===== src/rtl/imem_program_loader.sv =====
`default_nettype none
// ============================================================================
// Module      : imem_program_loader
// Description : Streams a length/checksum-framed program image into CPU
//               instruction memory, then enables the CPU. The optional
//               readback pass is enabled with LOADER_VERIFY_EN.
// Revision    : 1.0 - initial release
// ============================================================================
module imem_program_loader #(
    parameter int          ADDR_W    = 9,
    parameter logic [63:0] BASE_ADDR = 64'h0
) (
    input  logic              clk,
    input  logic              rst,
    input  logic              start,
    input  logic [7:0]        in_data,
    input  logic              in_valid,
    output logic              in_ready,
    output logic [63:0]       addr_ext,
    output logic              wen_ext,
    output logic              ren_ext,
    output logic [31:0]       wdata_ext,
    input  logic [31:0]       rdata_ext,
    output logic              cpu_enable,
    output logic              done,
    output logic              error,
    output logic [ADDR_W:0]   word_cnt
);

    localparam logic [3:0]  c_st_idle  = 4'd0;
    localparam logic [3:0]  c_st_hdr   = 4'd1;
    localparam logic [3:0]  c_st_data  = 4'd2;
    localparam logic [3:0]  c_st_write = 4'd3;
    localparam logic [3:0]  c_st_csum  = 4'd4;
    localparam logic [3:0]  c_st_done  = 4'd5;
    localparam logic [3:0]  c_st_err   = 4'd6;
`ifdef LOADER_VERIFY_EN
    localparam logic [3:0]  c_st_vrd   = 4'd7;
    localparam logic [3:0]  c_st_vcmp  = 4'd8;
`endif
    localparam logic [16:0] c_max_words = 17'(1) << ADDR_W;

    logic [3:0]      r_state;
    logic [3:0]      w_next;
    logic [1:0]      r_byte_cnt;
    logic [15:0]     r_n;
    logic [31:0]     r_word;
    logic [31:0]     r_xor;
    logic [ADDR_W:0] r_word_cnt;
    logic            r_done;
    logic            r_error;
    logic            r_cpu_en;

    logic            w_xfer;
    logic [15:0]     w_hdr_n;
    logic            w_hdr_bad;
    logic [31:0]     w_next_word;
    logic [ADDR_W:0] w_cnt_inc;
    logic            w_last;
    logic            w_restart;
    logic [ADDR_W:0] w_addr_idx;

`ifdef LOADER_VERIFY_EN
    logic [ADDR_W:0] r_vidx;
    logic [31:0]     r_vacc;
    logic [ADDR_W:0] w_vidx_inc;
    assign w_vidx_inc = r_vidx + (ADDR_W+1)'(1);
    assign w_addr_idx = (r_state == c_st_vrd) ? r_vidx : r_word_cnt;
`else
    logic            w_unused_rdata;
    assign w_unused_rdata = ^rdata_ext;
    assign w_addr_idx     = r_word_cnt;
`endif

    assign w_xfer      = in_valid & in_ready;
    assign w_hdr_n     = {in_data, r_n[7:0]};
    assign w_hdr_bad   = (w_hdr_n == 16'd0) || ({1'b0, w_hdr_n} > c_max_words);
    // Bytes arrive LSB first, so shifting in from the top leaves byte 0 in [7:0].
    assign w_next_word = {in_data, r_word[31:8]};
    assign w_cnt_inc   = r_word_cnt + (ADDR_W+1)'(1);
    assign w_last      = (16'(w_cnt_inc) == r_n);
    assign w_restart   = start && ((r_state == c_st_idle) || (r_state == c_st_done) ||
                                   (r_state == c_st_err));

    assign addr_ext   = BASE_ADDR + {{(64-ADDR_W-3){1'b0}}, w_addr_idx, 2'b00};
    assign wdata_ext  = r_word;
    assign word_cnt   = r_word_cnt;
    assign done       = r_done;
    assign error      = r_error;
    assign cpu_enable = r_cpu_en;

    always_comb begin
        w_next   = r_state;
        in_ready = 1'b0;
        wen_ext  = 1'b0;
        ren_ext  = 1'b0;
        case (r_state)
            c_st_idle: if (start) w_next = c_st_hdr;
            c_st_hdr: begin
                in_ready = 1'b1;
                if (w_xfer && r_byte_cnt[0]) w_next = w_hdr_bad ? c_st_err : c_st_data;
            end
            c_st_data: begin
                in_ready = 1'b1;
                if (w_xfer && (r_byte_cnt == 2'd3)) w_next = c_st_write;
            end
            c_st_write: begin
                wen_ext = 1'b1;
                w_next  = w_last ? c_st_csum : c_st_data;
            end
            c_st_csum: begin
                in_ready = 1'b1;
                if (w_xfer && (r_byte_cnt == 2'd3)) begin
`ifdef LOADER_VERIFY_EN
                    w_next = (w_next_word == r_xor) ? c_st_vrd : c_st_err;
`else
                    w_next = (w_next_word == r_xor) ? c_st_done : c_st_err;
`endif
                end
            end
`ifdef LOADER_VERIFY_EN
            c_st_vrd: begin
                ren_ext = 1'b1;
                w_next  = c_st_vcmp;
            end
            c_st_vcmp: begin
                if (16'(w_vidx_inc) == r_n)
                    w_next = ((r_vacc ^ rdata_ext) == r_xor) ? c_st_done : c_st_err;
                else
                    w_next = c_st_vrd;
            end
`endif
            c_st_done: if (start) w_next = c_st_hdr;
            c_st_err:  if (start) w_next = c_st_hdr;
            default:   w_next = c_st_idle;
        endcase
    end

    always_ff @(posedge clk) begin
        if (rst) begin
            r_state    <= c_st_idle;
            r_byte_cnt <= 2'd0;
            r_n        <= 16'd0;
            r_word     <= 32'd0;
            r_xor      <= 32'd0;
            r_word_cnt <= '0;
            r_done     <= 1'b0;
            r_error    <= 1'b0;
            r_cpu_en   <= 1'b0;
`ifdef LOADER_VERIFY_EN
            r_vidx     <= '0;
            r_vacc     <= 32'd0;
`endif
        end else begin
            r_state  <= w_next;
            r_done   <= (w_next == c_st_done);
            r_error  <= (w_next == c_st_err);
            r_cpu_en <= (w_next == c_st_done);
            if (w_restart) begin
                r_byte_cnt <= 2'd0;
                r_n        <= 16'd0;
                r_xor      <= 32'd0;
                r_word_cnt <= '0;
`ifdef LOADER_VERIFY_EN
                r_vidx     <= '0;
                r_vacc     <= 32'd0;
`endif
            end
            if (w_xfer) begin
                if (r_state == c_st_hdr) begin
                    if (r_byte_cnt[0]) begin
                        r_n[15:8]  <= in_data;
                        r_byte_cnt <= 2'd0;
                    end else begin
                        r_n[7:0]   <= in_data;
                        r_byte_cnt <= 2'd1;
                    end
                end else begin
                    r_word     <= w_next_word;
                    r_byte_cnt <= r_byte_cnt + 2'd1;
                end
            end
            if (r_state == c_st_write) begin
                r_word_cnt <= w_cnt_inc;
                r_xor      <= r_xor ^ r_word;
            end
`ifdef LOADER_VERIFY_EN
            if (r_state == c_st_vcmp) begin
                r_vacc <= r_vacc ^ rdata_ext;
                r_vidx <= w_vidx_inc;
            end
`endif
        end
    end

endmodule
`default_nettype wire


===== config.mk =====
export PLATFORM = sky130hd
export DESIGN_NAME = imem_program_loader
export DESIGN_NICKNAME = d
export VERILOG_FILES = /design/src/rtl/imem_program_loader.sv
export SDC_FILE = /design/constraint.sdc
export NUM_CORES = 1
export LEC_CHECK = 0
export ABC_AREA = 1
export CAP_MARGIN = 20
export CORE_MARGIN = 4
export CORE_UTILIZATION = 52
export DETAILED_ROUTE_END_ITERATION = 8
export HOLD_SLACK_MARGIN = 0.12
export MAX_ROUTING_LAYER = met4
export PLACE_DENSITY = 0.86
export SYNTH_ARGS = -nofsm -noshare
export SYNTH_HDL_FRONTEND = slang
export SYNTH_SLANG_ARGS = --single-unit

===== constraint.sdc =====
create_clock -name clk -period 3.5 [get_ports clk]
set_input_delay 0.35 -clock clk [delete_from_list [all_inputs] [get_ports clk]]
set_output_delay 0.35 -clock clk [all_outputs]
set_load 0.01 [all_outputs]

==> flow_metrics.py, run 1 <==
metrics = {
    "placed_design": {
        "portBuffers": 68,
        "placement.cell_area_mm2": 0.00600,
        "gp_congestion": 0.865,
        "dp_hpwl_um": 9080,
    },
    "yosys": {
        "synth_area_leader_cell": "dfxtp_1",
        "synthTopCellsByArea": "dfxtp_1 35%, nand2_1 9.6%, buf_4 9.2%",
        "syn-cell-area_mm2": 0.00557,
        "ys_warn_count": 0,
        "seq_area_frac_synth": 0.352,
        "avgSynthCellArea_um2": 6.96,
        "synth.top_cell.area_share": 0.352,
        "ys_seq_elements": 98,
        "yosysMostFrequentCell": "nand2_1",
        "synth_top_cells_by_count": "142 x nand2_1, 128 x inv_1, 98 x dfxtp_1",
        "synth_enable_flop_cells": 0,
        "synth_ff_type": "dfxtp_1",
        "async_flop_share": 0,
        "yosys.cell_types.count": 33,
        "netlist_instances": 800,
    },
    "job": {
        "drv_cap": 0,
    },
    "timing": {
        "relSlewSlack": 0.388,
        "setup_tns_ns": 0,
        "tightest_slew_ns": 0.917,
        "finalHoldViolations": 0,
        "rsz0062_at_grt": "no",
        "worst_clock_skew_ns": 0.0107,
        "setup_viol_count_final": 0,
        "max_freq_mhz": 426,
        "timing.final.crit_share": 0.671,
        "period_needed_ns": 2.35,
        "final_max_slew_viol_count": 0,
    },
    "die": {
        "fp.dieW_um": 112,
        "num_io_pins": 156,
        "die_h_um": 112,
        "die_area_mm2": 0.0124,
        "coreArea_mm2": 0.0104,
        "rows": 37,
        "start_util": 0.537,
    },
    "power": {
        "ir_worst_vdd_v": 0.000229,
        "power_density_mw_per_mm2": 327,
        "clockPowerShare": 0.340,
        "sw_frac_of_total": 0.281,
        "p_sw_uw": 568,
        "p_leak_nw": 2.32,
        "p_int_mw": 1.45,
        "p_seq_frac": 0.566,
        "pwr-share-comb": 0.094,
    },
    "layout": {
        "fillers": 983,
        "area_delta_synth_final_pct": 10.9,
        "nets": 888,
        "num_antenna_cells": 0,
        "utilization": 0.596,
        "drive_gt1_frac": 0.0614,
        "fin_area_mm2": 0.00618,
    },
    "setup_path": {
        "critical_path.endpoint_type": "primary output",
        "crit_type": "register to primary output",
        "cp.required_ns": 3.15,
        "reg2reg_from": "r_state[1]",
        "slowest_stage": "clkdlybuf4s50_1",
        "worstPathArrival_ns": 2.00,
        "cpLargestDelayFamily": "buffers and inverters",
        "crit_buf_inv": 3,
        "worstSetupStartpointType": "register",
        "startpoint": "r_state[2]",
        "cp_max_fo": 23,
        "max_stage_delay_ns": 0.61,
        "crit_chain": "nor2_2 -> inv_2 -> nor2_4 -> buf_4 -> clkdlybuf4s50_1",
    },
    "clock_tree": {
        "clk_latency_ns": 0.37,
        "cts_sinks": 98,
        "post_cts_resized": 0,
        "path_clk_slew_ns": 0.10,
        "root_buffer": "clkbuf_8",
        "cts_tree": "built",
        "cts_setup_buffers": 0,
        "ctsHoldBuffers": 0,
        "cts_buffers": 9,
        "clock_path_buffers": 2,
        "h-tree-depth": 3,
    },
    "detailed_routing": {
        "vias": 5066,
        "wl_per_cell_um": 13.1,
        "drcViolationCount": 0,
        "drtIter0Drc": 356,
        "drt-pass1-iter-count": 5,
        "viasPerCell": 5.15,
        "ant_nets": 0,
        "drt-total-wl_um": 12900,
    },
    "global_route": {
        "grt_pass1_vias": 4617,
        "grtUsageTotal": 0.212,
        "gr-total-overflow": 0,
        "grt_max_degree": 65,
        "grt_pass1_wl_um": 21700,
        "antenna_found_initial": 0,
    },
    "min_path": {
        "hold_path.class": "primary input to register",
        "holdCritStartpoint": "rst",
    },
    "outcome": {
        "status": "finished, final reports clean",
    },
}
-- cells in the final DEF, fill, tap and decap left out, types with 18 or more instances in the layout --
master           netlist  routed
a21oi_1               61      61
clkdlybuf4s50_1        0      67
conb_1                 1      56
dfxtp_1               98      98
inv_1                128     128
nand2_1              142     142
nand3_1               45      45
nor2_1                38      38
nor3_1                19      19
nor4_1                18      18
o21ai_0               64      64
-- area by class of cell --
class | instances | area, um^2 | area share
Multi-Input combinational cell | 527 | 2650 | 0.429
Sequential cell | 98 | 1960 | 0.317
Timing Repair Buffer | 73 | 713 | 0.115
Inverter | 133 | 504 | 0.0816
Tap cell | 136 | 170 | 0.0275
Clock buffer | 9 | 124 | 0.0200
Clock inverter | 7 | 52.6 | 0.00850
-- worst paths after layout --
check | to | cells past startpoint | slack [ns]
worst max-delay path | wen_ext | 5 | 1.15
worst min-delay path | r_n[0] | 4 | 0.34
worst max register to register | word_cnt[0] | 8 | 1.37
worst min register to register | r_xor[4] | 1 | 0.48
-- power groups by stage --
stage	logic [mW]	clock network [mW]	registers, mW
after floorplan	0.167	0	1.17
after global placement	0.184	0	1.17
after detailed placement	0.186	0	1.17
after CTS	0.187	0.702	1.14
after global routing	0.211	0.748	1.15
final	0.189	0.687	1.14
-- stage by stage --
step | power, mW | cells | setup WS [ns] | hold WS [ns]
5_1_grt | 2.10 | 983 | 1.03 | 0.366
3_3_place_gp | 1.35 | 967 | 1.37 | 0.456
4_1_cts | 2.03 | 983 | 1.14 | 0.328
3_5_place_dp | 1.36 | 967 | 1.36 | 0.464
6_report | 2.02 | 983 | 1.15 | 0.336
2_1_floorplan | 1.34 | 855 | 1.87 | 0.443
-- per-layer routing --
| layer | vias to the layer above | GRT usage | part of all wire |
|---|---|---|---|
| li1 | 2554 | - | - |
| met1 | 2314 | 0.271 | 0.44 |
| met2 | 173 | 0.346 | 0.47 |
| met3 | 25 | 0.0332 | 0.064 |
| met4 | 0 | 0.0673 | 0.021 |
| met5 | - | - | 0 |
-- logic make-up after synthesis --
logic type | synth area share
simple gates | 0.240
buf+inv | 0.208
other cells | 0.000673
flops | 0.352
compound gates | 0.171
xor+xnor | 0.0236
fa+ha+maj | 0.00449
-- tightest hold or removal path: stages --
cell	delay, ns
buf_2	0.09
inv_1	0.09
o21ai_0	0.09
a21oi_1	0.04
-- flip-flops by register name, summed over array words and instances, names as in the netlist --
| signal | flops |
|---|---|
| r_xor | 32 |
| wdata_ext | 32 |
| word_cnt | 10 |
| r_byte_cnt | 2 |
| cpu_enable | 1 |
| error | 1 |
| r_state | 4 |
| r_n | 16 |
Power figures use the tool's default switching activity.
==> run 2: changes to the inputs <==
CORE_UTILIZATION = 44   (was 52)
PLACE_DENSITY = 0.77   (was 0.86)
clock period = 2 ns   (was 3.5 ns; I/O delays follow)
==> flow_metrics.py, run 2 (same netlist as run 1, synthesis figures left out) <==
metrics = {
    "power": {
        "pwr-share-comb": 0.087,
        "clockPowerShare": 0.426,
        "ir_worst_vdd_v": 0.000559,
        "p_int_mw": 3.07,
        "p_sw_mw": 1.03,
        "power_density_mw_per_mm2": 630,
        "p_seq_frac": 0.487,
        "sw_frac_of_total": 0.252,
        "p_leak_nw": 2.50,
    },
    "die": {
        "die_h_um": 121,
        "fp.dieW_um": 121,
        "die_area_mm2": 0.0145,
        "coreArea_mm2": 0.0122,
        "start_util": 0.456,
        "num_io_pins": 156,
        "rows": 40,
    },
    "setup_path": {
        "reg2reg_from": "r_state[1]",
        "worstPathArrival_ns": 1.72,
        "worstSetupStartpointType": "register",
        "startpoint": "r_state[1]",
        "cp.required_ns": 1.80,
        "critical_path.endpoint_type": "primary output",
        "reg2reg_to": "r_state[2]",
        "crit_cells": 3,
        "crit_buf_inv": 1,
        "crit_end": "wen_ext",
        "cp_max_fo": 5,
        "slowest_stage": "clkdlybuf4s50_1",
        "r2r_slack_ns": 0.13,
        "max_stage_delay_ns": 0.57,
        "crit_type": "register to primary output",
        "reg2regPathDepth": 12,
        "crit_chain": "nand2_1 -> nor2_4 -> clkdlybuf4s50_1",
        "cpLargestDelayFamily": "buffers and inverters",
    },
    "clock_tree": {
        "clk_latency_ns": 0.35,
        "cts_sinks": 98,
        "h-tree-depth": 3,
        "ctsHoldBuffers": 0,
        "clock_path_buffers": 2,
        "path_clk_slew_ns": 0.07,
        "cts_buffers": 9,
        "cts_tree": "built",
        "root_buffer": "clkbuf_16",
    },
    "placed_design": {
        "portBuffers": 68,
        "gp_congestion": 0.874,
        "placement.cell_area_mm2": 0.00620,
        "dp_hpwl_um": 9620,
        "dpl_worst_slack_ns": 0.103,
    },
    "layout": {
        "layout_commonest_cell": "nand2_1",
        "nets": 905,
        "drive_gt1_frac": 0.0845,
        "num_antenna_cells": 0,
        "area_delta_synth_final_pct": 17.1,
        "fin_area_mm2": 0.00652,
        "layout_common_cells": "142 x nand2_1, 128 x inv_1, 95 x dfxtp_1",
    },
    "timing": {
        "setup_viol_count_final": 0,
        "tightest_slew_ns": 0.563,
        "relSlewSlack": 0.625,
        "worst_clock_skew_ns": 0.00742,
        "max_freq_mhz": 520,
        "final_max_slew_viol_count": 0,
        "finalHoldViolations": 0,
        "setup_ws_ns": 0.0769,
        "period_needed_ns": 1.92,
        "timing.final.crit_share": 0.962,
    },
    "detailed_routing": {
        "drt-total-wl_um": 13700,
        "vias": 5025,
        "drcViolationCount": 0,
        "drtIter0Drc": 288,
        "ant_nets": 0,
        "viasPerCell": 4.87,
        "wl_per_cell_um": 13.3,
        "drt-pass1-iter-count": 5,
    },
    "global_route": {
        "antenna_found_initial": 0,
        "grt_pass1_vias": 4770,
        "gr-total-overflow": 0,
        "grt_pass1_wl_um": 22500,
        "grt_max_degree": 51,
        "grtUsageTotal": 0.193,
    },
    "job": {
        "drv_cap": 0,
    },
    "outcome": {
        "status": "finished, final reports clean",
    },
    "min_path": {
        "hold_path.class": "primary input to register",
    },
}
==> run 2: area by class of cell <==
cell class	instances	area, um^2
fillers	1214	5690
well taps	168	210
repair buffers	90	881
multi-input cells	527	2670
clock buffers	10	229
inverters	133	504
flip-flops and latches	98	1970
clock inverters	6	66.3
==> run 2: routing by layer <==
layer	part of all wire	GRT usage	vias up	routed length, um
met2	0.49	0.322	145	6680
met1	0.45	0.241	2267	6180
met5	0	-	-	0
met3	0.049	0.0351	12	671
li1	-	-	2601	-
met4	0.013	0.0524	0	172
==> run 2: timing repair <==
item	4_1_cts	5_1_grt
buffers inserted	1	0
pin swaps	1	1
gates resized for setup	1	6
setup endpoints to repair	1	5
==> run 2: power by group through the flow <==
stage          Combinational (mW)  Sequential, mW  Clock (mW)
2_1_floorplan               0.293            2.05           0
3_3_place_gp                0.350            2.04           0
3_5_place_dp                0.351            2.04           0
4_1_cts                     0.356            2.00        1.78
5_1_grt                     0.399            2.00        1.85
6_report                    0.359            2.00        1.75
==> run 2: worst min-delay path: cells and delay by family <==
kind | cells | cell delay [ns]
AOI/OAI and AO/OA | 2 | 0.15
buffers and inverters | 2 | 0.20
==> run 2: worst min-delay path by stage <==
stage / start / to / slack, ns / depth (start not counted)
after global routing: rst / r_n[8] / 0.30 / 4
after detailed placement: r_xor[20] / r_xor[20] / 0.47 / 1
after CTS: rst / r_n[0] / 0.25 / 4
after floorplan: in_data[1] / wdata_ext[25] / 0.37 / 2
final: rst / r_n[0] / 0.26 / 4
after global placement: r_xor[6] / r_xor[6] / 0.46 / 1
==> run 2: through the flow <==
step | util | total power [mW] | hold WS [ns] | instances | TNS, ns
5_1_grt | 0.534 | 4.25 | 0.299 | 1032 | -0.0137
3_3_place_gp | 0.508 | 2.39 | 0.460 | 1015 | 0
6_report | 0.534 | 4.11 | 0.261 | 1032 | 0
4_1_cts | 0.533 | 4.14 | 0.254 | 1032 | 0
3_5_place_dp | 0.508 | 2.40 | 0.468 | 1015 | 0
2_1_floorplan | - | 2.34 | 0.373 | 855 | 0
